**config.mk**
```make
export PLATFORM = sky130hd
export DESIGN_NAME = cpu_ctrl_flat
export DESIGN_NICKNAME = d
export VERILOG_FILES = /design/src/rtl/cpu_ctrl_if.sv /design/src/rtl/cpu_ctrl.sv /design/src/flat_wrapper.sv
export SDC_FILE = /design/constraint.sdc
export NUM_CORES = 1
export LEC_CHECK = 0
export CAP_MARGIN = 20
export CORE_ASPECT_RATIO = 1.1
export CORE_MARGIN = 2
export CORE_UTILIZATION = 51
export CTS_CLUSTER_SIZE = 24
export DETAILED_ROUTE_END_ITERATION = 7
export GPL_TIMING_DRIVEN = 0
export MAX_ROUTING_LAYER = met4
export PLACE_DENSITY_LB_ADDON = 0.1
export SYNTH_ARGS = -nofsm -noshare
export SYNTH_HDL_FRONTEND = slang
export SYNTH_SLANG_ARGS = --single-unit
export TNS_END_PERCENT = 50
```
**constraint.sdc**
```tcl
create_clock -name clk -period 3.6 [get_ports clk]
set_clock_uncertainty 0.1 [all_clocks]
set_input_delay 0.72 -clock clk [delete_from_list [all_inputs] [get_ports clk]]
set_output_delay 0.72 -clock clk [all_outputs]
set_load 0.1 [all_outputs]
```
**src/rtl/cpu_ctrl_if.sv**
```systemverilog
// Bus bundle between the instruction sequencer and its neighbours:
// the program counter, the byte-wide synchronous memory and the ALU.
// The master side is the sequencer. The slave side is the CPU top level
// (or a bench) that hosts pc, mem and alu.
interface cpu_ctrl_if;
  // program counter
  logic [15:0] pc_addr;
  logic [1:0]  pc_op;
  logic [7:0]  pc_k;
  // shared memory
  logic [15:0] mem_addr;
  logic        mem_rw;
  logic [7:0]  mem_data;
  logic [7:0]  mem_q;
  // ALU
  logic [3:0]  alu_op;
  logic [7:0]  alu_a;
  logic [7:0]  alu_b;
  logic [7:0]  alu_flags;
  logic [7:0]  alu_c;
  logic [7:0]  alu_new_flags;

  modport master (
    input  pc_addr, mem_q, alu_c, alu_new_flags,
    output pc_op, pc_k, mem_addr, mem_rw, mem_data,
           alu_op, alu_a, alu_b, alu_flags
  );

  modport slave (
    output pc_addr, mem_q, alu_c, alu_new_flags,
    input  pc_op, pc_k, mem_addr, mem_rw, mem_data,
           alu_op, alu_a, alu_b, alu_flags
  );
endinterface

```
**src/rtl/cpu_ctrl.sv**
```systemverilog
// Instruction sequencer for the 8-bit von Neumann CPU.
// Each instruction is two bytes, {opcode, rd, rs} followed by k. Both bytes
// are fetched over the shared synchronous memory (F0/F1/F2) and then
// executed in EX. LD needs one extra cycle (LDW) to collect the read data.
// The block owns the 4x8 register file and the flags register.
module cpu_ctrl #(
  parameter logic [7:0] DATA_PAGE = 8'h00
) (
  input  logic       clk,
  input  logic       rst_n,
  cpu_ctrl_if.master bus,
  output logic       halted
);

  typedef enum logic [2:0] {
    ST_F0   = 3'd0,
    ST_F1   = 3'd1,
    ST_F2   = 3'd2,
    ST_EX   = 3'd3,
    ST_LDW  = 3'd4,
    ST_HALT = 3'd5
  } state_t;

  localparam logic [1:0] PC_RESET   = 2'b00;
  localparam logic [1:0] PC_NOTHING = 2'b01;
  localparam logic [1:0] PC_INC     = 2'b10;
  localparam logic [1:0] PC_JUMP    = 2'b11;

  localparam logic [3:0] OP_ADD = 4'h0;
  localparam logic [3:0] OP_SUB = 4'h1;
  localparam logic [3:0] OP_AND = 4'h2;
  localparam logic [3:0] OP_OR  = 4'h3;
  localparam logic [3:0] OP_XOR = 4'h4;
  localparam logic [3:0] OP_NOT = 4'h5;
  localparam logic [3:0] OP_CMP = 4'h6;
  localparam logic [3:0] OP_LDI = 4'h7;
  localparam logic [3:0] OP_LD  = 4'h8;
  localparam logic [3:0] OP_ST  = 4'h9;
  localparam logic [3:0] OP_JMP = 4'hA;
  localparam logic [3:0] OP_JEQ = 4'hB;
  localparam logic [3:0] OP_JGT = 4'hC;
  localparam logic [3:0] OP_HLT = 4'hF;

  // Flag bit positions as produced by the ALU on CMP.
  localparam int FLAG_EQ  = 0;
  localparam int FLAG_GRT = 1;

  // Conditional branches look at the flags register as it stands in EX,
  // so a CMP that retired one instruction earlier is already visible.
  function automatic logic branch_taken(input logic [3:0] op,
                                        input logic [7:0] flags);
    logic taken;
    case (op)
      OP_JMP:  taken = 1'b1;
      OP_JEQ:  taken = flags[FLAG_EQ];
      OP_JGT:  taken = flags[FLAG_GRT];
      default: taken = 1'b0;
    endcase
    return taken;
  endfunction

  // Opcodes whose result comes back from the ALU into R[rd].
  function automatic logic is_alu_write(input logic [3:0] op);
    logic wr;
    case (op)
      OP_ADD, OP_SUB, OP_AND, OP_OR, OP_XOR, OP_NOT: wr = 1'b1;
      default:                                      wr = 1'b0;
    endcase
    return wr;
  endfunction

  // Architectural state
  state_t      state_r;
  logic [7:0]  regs_r [4];
  logic [7:0]  flags_r;
  logic [7:0]  ir_r;
  logic [7:0]  k_r;
  logic        halted_r;

  // Decode of the latched instruction
  logic [3:0]  opcode_s;
  logic [1:0]  rd_s;
  logic [1:0]  rs_s;
  logic [7:0]  rd_val_s;
  logic [7:0]  rs_val_s;
  logic [15:0] data_addr_s;

  // Next-state / control
  state_t      state_nxt_s;
  logic [1:0]  pc_op_s;
  logic [15:0] mem_addr_s;
  logic        mem_rw_s;
  logic [3:0]  alu_op_s;
  logic        reg_we_s;
  logic [7:0]  reg_wdata_s;
  logic        flags_we_s;

  assign opcode_s    = ir_r[7:4];
  assign rd_s        = ir_r[3:2];
  assign rs_s        = ir_r[1:0];
  assign rd_val_s    = regs_r[rd_s];
  assign rs_val_s    = regs_r[rs_s];
  assign data_addr_s = {DATA_PAGE, k_r};

  // Sequencer: next state plus every control output, defaults first.
  always_comb begin
    state_nxt_s = state_r;
    pc_op_s     = PC_NOTHING;
    mem_addr_s  = bus.pc_addr;
    mem_rw_s    = 1'b0;
    alu_op_s    = OP_ADD;
    reg_we_s    = 1'b0;
    reg_wdata_s = bus.alu_c;
    flags_we_s  = 1'b0;

    case (state_r)
      ST_F0: begin
        // Address byte0; mem_q carries it during F1.
        state_nxt_s = ST_F1;
      end

      ST_F1: begin
        // 16-bit add wraps naturally, so FFFF fetches byte1 from 0000.
        mem_addr_s  = bus.pc_addr + 16'd1;
        state_nxt_s = ST_F2;
      end

      ST_F2: begin
        state_nxt_s = ST_EX;
      end

      ST_EX: begin
        state_nxt_s = ST_F0;
        pc_op_s     = PC_INC;
        case (opcode_s)
          OP_ADD, OP_SUB, OP_AND, OP_OR, OP_XOR, OP_NOT: begin
            alu_op_s    = opcode_s;
            reg_we_s    = is_alu_write(opcode_s);
            reg_wdata_s = bus.alu_c;
          end
          OP_CMP: begin
            alu_op_s   = OP_CMP;
            flags_we_s = 1'b1;
          end
          OP_LDI: begin
            reg_we_s    = 1'b1;
            reg_wdata_s = k_r;
          end
          OP_LD: begin
            // PC advances now; the data byte is collected in LDW.
            mem_addr_s  = data_addr_s;
            state_nxt_s = ST_LDW;
          end
          OP_ST: begin
            mem_addr_s = data_addr_s;
            mem_rw_s   = 1'b1;
          end
          OP_JMP, OP_JEQ, OP_JGT: begin
            if (branch_taken(opcode_s, flags_r)) begin
              pc_op_s = PC_JUMP;
            end else begin
              pc_op_s = PC_INC;
            end
          end
          OP_HLT: begin
            state_nxt_s = ST_HALT;
          end
          default: begin
            // D and E are NOPs: only the PC moves.
            pc_op_s = PC_INC;
          end
        endcase
      end

      ST_LDW: begin
        reg_we_s    = 1'b1;
        reg_wdata_s = bus.mem_q;
        state_nxt_s = ST_F0;
      end

      ST_HALT: begin
        // Absorbing; only reset leaves this state.
        state_nxt_s = ST_HALT;
      end

      default: begin
        state_nxt_s = ST_F0;
      end
    endcase
  end

  // While reset is held the PC is cleared and no write can reach memory,
  // even if the sequencer was caught in the EX cycle of a store.
  assign bus.pc_op     = rst_n ? pc_op_s  : PC_RESET;
  assign bus.mem_rw    = rst_n ? mem_rw_s : 1'b0;
  assign bus.mem_addr  = mem_addr_s;
  assign bus.mem_data  = rs_val_s;
  assign bus.pc_k      = k_r;
  assign bus.alu_op    = alu_op_s;
  assign bus.alu_a     = rd_val_s;
  assign bus.alu_b     = rs_val_s;
  assign bus.alu_flags = flags_r;
  assign halted        = halted_r;

  // State register.
  always_ff @(posedge clk) begin
    if (!rst_n) begin
      state_r <= ST_F0;
    end else begin
      state_r <= state_nxt_s;
    end
  end

  // Capture byte0 at the end of F1 and k at the end of F2.
  always_ff @(posedge clk) begin
    if (!rst_n) begin
      ir_r <= 8'h00;
      k_r  <= 8'h00;
    end else begin
      if (state_r == ST_F1) begin
        ir_r <= bus.mem_q;
      end
      if (state_r == ST_F2) begin
        k_r <= bus.mem_q;
      end
    end
  end

  // Register file write port; operands were read combinationally before this edge.
  always_ff @(posedge clk) begin
    if (!rst_n) begin
      for (int i = 0; i < 4; i++) begin
        regs_r[i] <= 8'h00;
      end
    end else if (reg_we_s) begin
      regs_r[rd_s] <= reg_wdata_s;
    end
  end

  // Flags register, only written by CMP.
  always_ff @(posedge clk) begin
    if (!rst_n) begin
      flags_r <= 8'h00;
    end else if (flags_we_s) begin
      flags_r <= bus.alu_new_flags;
    end
  end

  // Halted flag rises on the edge that ends the EX of HLT and stays up.
  always_ff @(posedge clk) begin
    if (!rst_n) begin
      halted_r <= 1'b0;
    end else if ((state_r == ST_EX) && (opcode_s == OP_HLT)) begin
      halted_r <= 1'b1;
    end
  end

endmodule

```
**src/flat_wrapper.sv**
```systemverilog
// flat-port wrapper written by rule: the top's interface ports become plain ports
module cpu_ctrl_flat 
#(
  parameter logic [7:0] DATA_PAGE = 8'h00
)
  (clk, rst_n, halted, bus_pc_addr, bus_mem_q, bus_alu_c, bus_alu_new_flags, bus_pc_op, bus_pc_k, bus_mem_addr, bus_mem_rw, bus_mem_data, bus_alu_op, bus_alu_a, bus_alu_b, bus_alu_flags);
  cpu_ctrl_if bus_i ();
  input  logic clk;
  input  logic rst_n;
  output logic halted;
  input wire logic [$bits(bus_i.pc_addr)-1:0] bus_pc_addr;
  input wire logic [$bits(bus_i.mem_q)-1:0] bus_mem_q;
  input wire logic [$bits(bus_i.alu_c)-1:0] bus_alu_c;
  input wire logic [$bits(bus_i.alu_new_flags)-1:0] bus_alu_new_flags;
  output wire logic [$bits(bus_i.pc_op)-1:0] bus_pc_op;
  output wire logic [$bits(bus_i.pc_k)-1:0] bus_pc_k;
  output wire logic [$bits(bus_i.mem_addr)-1:0] bus_mem_addr;
  output wire logic [$bits(bus_i.mem_rw)-1:0] bus_mem_rw;
  output wire logic [$bits(bus_i.mem_data)-1:0] bus_mem_data;
  output wire logic [$bits(bus_i.alu_op)-1:0] bus_alu_op;
  output wire logic [$bits(bus_i.alu_a)-1:0] bus_alu_a;
  output wire logic [$bits(bus_i.alu_b)-1:0] bus_alu_b;
  output wire logic [$bits(bus_i.alu_flags)-1:0] bus_alu_flags;
  assign bus_i.pc_addr = bus_pc_addr;
  assign bus_i.mem_q = bus_mem_q;
  assign bus_i.alu_c = bus_alu_c;
  assign bus_i.alu_new_flags = bus_alu_new_flags;
  assign bus_pc_op = bus_i.pc_op;
  assign bus_pc_k = bus_i.pc_k;
  assign bus_mem_addr = bus_i.mem_addr;
  assign bus_mem_rw = bus_i.mem_rw;
  assign bus_mem_data = bus_i.mem_data;
  assign bus_alu_op = bus_i.alu_op;
  assign bus_alu_a = bus_i.alu_a;
  assign bus_alu_b = bus_i.alu_b;
  assign bus_alu_flags = bus_i.alu_flags;
  cpu_ctrl #(.DATA_PAGE(DATA_PAGE)) u_core (.clk(clk), .rst_n(rst_n), .bus(bus_i), .halted(halted));
endmodule
```
Word-level counts from Yosys, hierarchy flattened
Memories as Yosys holds them, arrays and structs flattened. A register that Yosys moved wholly into a read port is not among the register bits.
Cells that the tools add are included.
Word-level totals
  flip-flop bits (word level): 28
  memory bits (writable): 32
  input bits: 42
  logic and storage cells: 66
  memories: 1
Memory list
  u_core.regs_r: words 4, bits a word 8, rd ports 2, clocked after Yosys merged registers in 2, write ports 4, RTL line cpu_ctrl.sv:74  | logic [7:0] regs_r [4];
Operators by class
  $add $sub $neg: 1
  equal/unequal tests: 18
  mux-type cells: 33
  reductions and logical operators: 8
Operators with widths (number)
  $pmux W16 S2: 1
  $eq A4 B4 Y1 const B: 6
  $add A16 B1 Y16 const B: 1
  $eq A4 B3 Y1 const B: 4
  $mux W16: 1
  $mux W2: 8
  $mux W8: 2
  $pmux W8 S2: 1
  $pmux W3 S5: 1
  $mux W1: 14
  $eq A4 B2 Y1 const B: 2
  $pmux W4 S2: 1
  $reduce_or A8 Y1: 1
  $reduce_or A7 Y1: 1
  $eq A3 B2 Y1 const B: 2
  $eq A3 B3 Y1 const B: 2
  $pmux W3 S2: 1
  $reduce_or A6 Y1: 1
  $eq A4 B1 Y1 const B: 1
  $logic_not A4 Y1: 1
  $mux W4: 1
  $eq A3 B1 Y1 const B: 1
  $logic_not A3 Y1: 1
  $pmux W1 S3: 1
  4 further kinds: 4

Depth between registers and ports, before layout
Gate-level depths: netlist of the first run.
  word-level depth: 9
  depth in mapped cells: 7
  depth with buffers taken out: 5

Worst setup path before layout of the first run
Ideal clock, no wire load.
  path type: input -> output
  start: input bus_pc_addr[3]
  end: output bus_mem_addr[13]
  arrival time: 4304 ps
  path slack: -1524 ps
  stages: 4
  path through: and4_1 clkbuf_1 nand4_1 o41ai_1
On the way
  word-level cells in the longest chain between the ends: 2
Ends and longest elaborated chain
  start: declaration: RTL line flat_wrapper.sv:11  | input wire logic [$bits(bus_i.pc_addr)-1:0] bus_pc_addr;
  $add A16 B1 Y16: RTL line cpu_ctrl.sv:124  | mem_addr_s = bus.pc_addr + 16'd1;
  $pmux W16 S2: RTL line cpu_ctrl.sv:116  | case (state_r)
  end: declaration: RTL line flat_wrapper.sv:17  | output wire logic [$bits(bus_i.mem_addr)-1:0] bus_mem_addr;
Every way passes these cells.

Worst setup path after layout of the first run
  start: register u_core.state_r[0]
  end: output bus_mem_addr[0]
On the way
  word-level cells in the longest chain between the ends: 2
  elaborated cells between the ends (all ways): 3
  classes of those cells: 2 x eq/ne; 1 x mux
Ends and longest elaborated chain
  start: declaration: RTL line cpu_ctrl.sv:73  | state_t state_r;
  start signal: assignment: RTL line cpu_ctrl.sv:210  | state_r <= state_nxt_s;
  $eq A3 B2 Y1 or $eq A3 B1 Y1 (tied branches): RTL line cpu_ctrl.sv:116
  $pmux W16 S2 (*): RTL line cpu_ctrl.sv:116
Every way passes the cells marked *; elsewhere a longest branch is shown, timed or not.

==> results of run 1 <==
timing repair:
item	in CTS	in global routing
setup endpoints to repair	43	15
pin swaps	1	0
buffers inserted	1	0
gates resized for setup	93	14
how the worst min path moves through the flow:
stage                    from              to  slack [ns]
2_1_floorplan  u_core.ir_r[0]       flip-flop        0.34
3_3_place_gp   u_core.ir_r[1]  u_core.ir_r[1]        0.34
3_5_place_dp   u_core.ir_r[0]       flip-flop        0.36
4_1_cts        u_core.ir_r[1]  u_core.ir_r[1]        0.37
5_1_grt        u_core.ir_r[0]  u_core.ir_r[0]        0.40
6_report       u_core.ir_r[1]  u_core.ir_r[1]        0.37
metrics by stage:
step	hold slack, ns	cell area (sq um)	power [mW]
after detailed placement	0.3580	4797	1.598
after global routing	0.3998	4972	2.376
after CTS	0.3698	4989	2.312
after floorplan	0.3359	3650	1.397
final	0.3723	4972	2.308
after global placement	0.3448	4797	1.588
cell families (layout without fill, tap and decap cells):
group	Yosys count	count (layout)	share of synthesized area, %
simple gates	152	152	22.38
flops	64	64	44.61
compound gates	52	52	9.725
mux	42	42	17.39
buf+inv	33	153	4.706
xor+xnor	3	3	0.7321
fa+ha+maj	1	1	0.3485
other cells	1	1	0.1045
cell type report:
class / count / area share [%]
clock buffers: 9 / 2.491
multi-input cells: 251 / 37.95
well taps: 85 / 2.139
clock inverters: 7 / 2.365
repair buffers: 105 / 19.53
inverters: 4 / 0.3020
flip-flops and latches: 64 / 32.21
plain buffers: 28 / 3.020
worst min-delay path, cell delays in order (launching register included):
cell	delay (ns)
dfxtp_1	0.30
nand2_1	0.05
a21oi_1	0.07
flip-flops by register name, summed over array words and instances (netlist names), named ones only:
name / count
u_core.bus.alu_flags: 8
u_core.regs_r: 32
u_core.halted: 1
u_core.state_r: 3
u_core.bus.pc_k: 8
u_core.ir_r: 8
synthesized netlist by cell type, drive strengths merged (3+ instances only):
master   n
nand4    7
nand4b   3
nor3     3
clkbuf   8
o21ai    4
inv      4
a222oi   3
dfxtp   32
o31ai    3
nand2   40
o22ai    6
and3     8
buf     21
mux2i   26
o211ai   8
nor2    42
and4     3
mux4    16
nor2b   23
nor3b    5
nand3    9
edfxtp  32
a21o     4
a21oi   15
layer usage:
metal | GRT usage (%) | up-vias
li1 | - | 1517
met1 | 28.60 | 1590
met2 | 44.07 | 126
met3 | 4.500 | 17
met4 | 10.35 | 0
met5 | - | -
power groups by stage:
stage	Sequential, mW	Clock (mW)	Combinational, mW
global placement	0.834	0	0.754
floorplan	0.866	0	0.531
detailed placement	0.837	0	0.761
global route	0.826	0.791	0.760
finish	0.822	0.752	0.734
CTS	0.821	0.755	0.736
==> metrics.cfg, run 1 <==
[synth]
ys_warn_count = 0
synth.area.top_cells = edfxtp_1, dfxtp_1, mux4_2, mux2i_1, nor2_1
synth_edf_count = 32
yosysTopAreaCellShare_pct = 26.77
postSynthAreaPerCell_sq_um = 10.32
seq_area_frac_synth_pct = 44.61
async_flop_share_pct = 0
ys_ff_latch = 64
yosysTopAreaCell = edfxtp_1
ys.flop_type = edfxtp_1
synth_cells = 348
synth.cell_area_sq_mm = 0.003590
synth_fp_nets = 391
ys_types = 51

[final_layout]
syn2layout_area_growth_pct = 38.52
final_util_pct = 71.78
stdcell_count = 553
layout-drive-gt1-share_pct = 18.59
fillers = 540
multi_input_area_sq_mm = 0.001887
diodes = 0
ff_latch_area_sq_mm = 0.001602
final_cell_mix = clkdlybuf4s50_1, nor2_1, nand2_1
final_nets = 506
mostFrequentLayoutCell = clkdlybuf4s50_1

[routing]
dr_wl_met2_um = 5098
maxUsedRoutingLayer = met4
drtAntennaViolNets = 0
drt_wl_total_um = 9579
drt_iter0_drc = 159
via_per_inst = 5.877
vias = 3250
met1Wirelength_um = 3843
route.met3.wl_um = 466
drt-wirelength-per-cell_um = 17.32
drcViolationCount = 0
drt_pre_antenna_iters = 4

[min_path]
worstHoldPathType = flip-flop to flip-flop
min_path_cells = 2

[setup_path]
worstPathRequired_ns = 2.78
r2r_setup_slack_ns = 1.08
r2r_cells = 5
path_cells = buf_2 -> nor2b_1 -> buf_1 -> buf_2 -> nor2_1 -> a221oi_1 -> dlygate4sd2_1
critical_path.endpoint = bus_mem_addr[0]
crit_path_start_kind = flip-flop
cp.arrival_ns = 2.70
critPathKind = flip-flop to primary output
reg2reg_from = u_core.state_r[0]
cp_slowest_stage_delay_ns = 0.90
path_delay_family = buffers and inverters
endpoint_kind = primary output
path_max_fanout = 10
critical-path-slowest-cell = dlygate4sd2_1
worstReg2RegEnd = u_core.regs_r[1][5]
worstSetupPathDepth = 7
cpMostUsedCell = buf_2
cp_num_buf_inv = 4
startpoint = u_core.state_r[0]

[timing]
hold_viol_final = 0
fin_tns_setup_ns = 0
rsz0062_at_grt = true
min_period_ns = 3.515
setup_viol = 0
min_period_over_period_pct = 97.65
setup_ws_ns = 0.08472
max_slew.worst_pin.slew_ns = 0.9823
maxSlewViolCount = 0
slew_headroom_pct = 34.31
max_freq_ghz = 0.2845

[pwr]
p_leak_nw = 1.919
ir_worst_vdd_uv = 304.3
switching_share_pct = 37.36
pwr-share-clk_pct = 32.6
combPwrFrac_pct = 31.8
switchingPower_mw = 0.8622
power_frac_seq_pct = 35.6
pwr_density_cell_mw_per_mm2 = 464.2
p_int_mw = 1.446

[die]
fp.dieH_um = 91.99
rows = 32
coreArea_sq_mm = 0.006927
fp.dieW_um = 83.99
dieArea_sq_mm = 0.007726
ioPinCount = 106
start_util_pct = 51.82

[global_route]
overflow = 0
antenna_found_initial = 0
grt_pass1_wl_um = 14890
grt_max_degree = 13
grt_use_total_pct = 25.21
grt_pass1_vias = 3090

[job]
maxCapViolCount = 0

[place]
dp_slack_ns = -1.046
gp_congestion = 0.9091
portBuffers = 104
place_hpwl_um = 7076
placed_cells = 537

[clock_tree]
clk_pin_slew_ns = 0.08
cts_made_buffers = 9
cts_htree_levels = 3
clkSinkCount = 64
insertion_delay_ns = 0.34
cts_max_path_buffers = 2
root_buffer = clkbuf_8
cts_tree = yes
hold_buffers = 0

[outcome]
status = finished, final reports clean

Power figures use the tool's default switching activity.
==> run 2: changes to the inputs <==
Settings changed: CORE_MARGIN 2 to not set, CORE_UTILIZATION 51 to 48.
Clock period 3.6 ns to 3.95 ns, I/O delays scaled along.
==> run 2 against run 1 <==
Against the previous run:
- register-to-register slack gained 0.42 ns
- critical path type is now input pin to primary output
- clock-buffer cell count grew 1
- global-route usage shrank 0.30 points
- via count shrank 3.2%
- combinational power shrank 7.8%
- final cell count is the same
- sequential cell count is the same
- total power shrank 11%
- the flow now finishes with violations (DRC)
- routed wire length shrank 4.2%
- sequential share of layout area grew 0.32 points
- sequential power shrank 9.0%
- non-clock buffer count is the same
==> metrics.cfg, run 2 (same netlist as run 1, synthesis figures left out) <==
[setup_path]
critPathKind = input pin to primary output
path_cells = clkdlybuf4s50_1 -> clkbuf_1 -> inv_2 -> a31oi_1 -> dlygate4sd2_1
cp_slowest_stage_delay_ns = 0.88
reg2reg_from = u_core.state_r[0]
startpoint = rst_n
crit_path_start_kind = input pin
worstPathRequired_ns = 3.06
critical-path-slowest-cell = dlygate4sd2_1
worstReg2RegEnd = u_core.regs_r[2][5]
cp.arrival_ns = 2.98
endpoint_kind = primary output
path_max_fanout = 10
r2r_cells = 5
r2r_setup_slack_ns = 1.50

[place]
gp_congestion = 0.8970
portBuffers = 104
placed_area_sq_mm = 0.004745
dp_slack_ns = -0.6037
place_hpwl_um = 6828

[timing]
min_period_ns = 3.871
max_freq_ghz = 0.2583
maxSlewViolCount = 0
setup_ws_ns = 0.07914
setup_viol = 0
rsz0062_at_grt = true
slew_headroom_pct = 34.10
min_period_over_period_pct = 98.00
max_slew.worst_pin.slew_ns = 0.9854
hold_viol_final = 0

[clock_tree]
hold_buffers = 0
insertion_delay_ns = 0.34
root_buffer = clkbuf_8
cts_max_path_buffers = 2
postCtsSetupBuffers = 0
cts_tree = yes
cts_htree_levels = 3
clk_pin_slew_ns = 0.07
cts_made_buffers = 9
clkSinkCount = 64

[routing]
via_per_inst = 5.691
drcViolationCount = 5
drt_iter0_drc = 200
drtAntennaViolNets = 0
drt_pre_antenna_iters = 6
drt_wl_total_um = 9172
drt-wirelength-per-cell_um = 16.59
vias = 3147

[final_layout]
final_cell_mix = clkdlybuf4s50_1, nor2_1, nand2_1
diodes = 0
mostFrequentLayoutCell = clkdlybuf4s50_1
syn2layout_area_growth_pct = 37.16
fin_area_sq_mm = 0.004923
fillers = 579
layout-drive-gt1-share_pct = 15.38
largest_register_ffs = 32
max_flop_register = u_core.regs_r
final_util_pct = 69.08
final_nets = 506

[pwr]
p_leak_nw = 1.861
pwr_density_cell_mw_per_mm2 = 416.3
ir_worst_vdd_uv = 206.1

[die]
rows = 32
fp.dieH_um = 92.70
ioPinCount = 106
dieArea_sq_mm = 0.007829
fp.dieW_um = 84.46
start_util_pct = 50.37
coreArea_sq_mm = 0.007127

[global_route]
grt_pass1_wl_um = 14520
overflow = 0
grt_use_total_pct = 24.92
grt_max_degree = 12
grt_pass1_vias = 3040
antenna_found_initial = 0

[job]
maxCapViolCount = 0

[min_path]
worstHoldPathType = flip-flop to flip-flop
min_path_cells = 2
hold_path_end = u_core.ir_r[1]
hp-start = u_core.ir_r[1]

[outcome]
status = complete, but fails checks
violations = DRC

## run 2: how the worst max path moves through the flow
| stage | end | slack (ns) | cells past startpoint |
|---|---|---|---|
| final | bus_pc_op[0] | 0.08 | 5 |
| after detailed placement | bus_mem_addr[7] | -0.60 | 7 |
| after global placement | bus_mem_addr[14] | -0.59 | 6 |
| after floorplan | bus_mem_addr[12] | -0.66 | 4 |
| after global routing | bus_mem_addr[9] | -0.02 | 6 |
| after CTS | bus_mem_addr[2] | 0.002 | 7 |
## run 2: layout make-up
class	instances	area, sq um	area share [%]
Inverter	4	15.01	0.3050
Clock inverter	6	82.58	1.677
Timing Repair Buffer	104	999.7	20.30
Multi-Input combinational cell	251	1827	37.10
Tap cell	85	106.4	2.160
Sequential cell	64	1602	32.53
Buffer	29	153.9	3.126
Clock buffer	10	137.6	2.795
## run 2: what timing repair did
action,CTS,global route
pin swaps,0,0
setup endpoints to repair,17,15
gates resized for setup,53,22
## run 2: critical path: cells and delay by family
family | cells | cell delay (ns)
buf+inv | 4 | 1.98
compound gates | 1 | 0.21
## run 2: layer usage
| metal | GRT usage (%) | share of wire, % |
|---|---|---|
| met3 | 3.922 | 5.3 |
| met4 | 11.58 | 2.0 |
| met5 | - | 0 |
| met2 | 44.19 | 52 |
| met1 | 27.68 | 41 |
## run 2: power by group
| part | total [mW] | internal [mW] | switching (mW) |
|---|---|---|---|
| clock | 0.625 | 0.368 | 0.257 |
| combinational | 0.677 | 0.187 | 0.490 |
| sequential | 0.748 | 0.726 | 0.0216 |
## run 2: stage by stage
step | hold WS, ns | total power [mW] | TNS, ns | instances
floorplan | 0.3359 | 1.268 | -3.434 | 348
global placement | 0.3495 | 1.439 | -6.553 | 537
detailed placement | 0.3544 | 1.448 | -6.719 | 537
CTS | 0.3635 | 2.056 | 0 | 553
global route | 0.3934 | 2.111 | -0.02343 | 553
finish | 0.3616 | 2.050 | 0 | 553
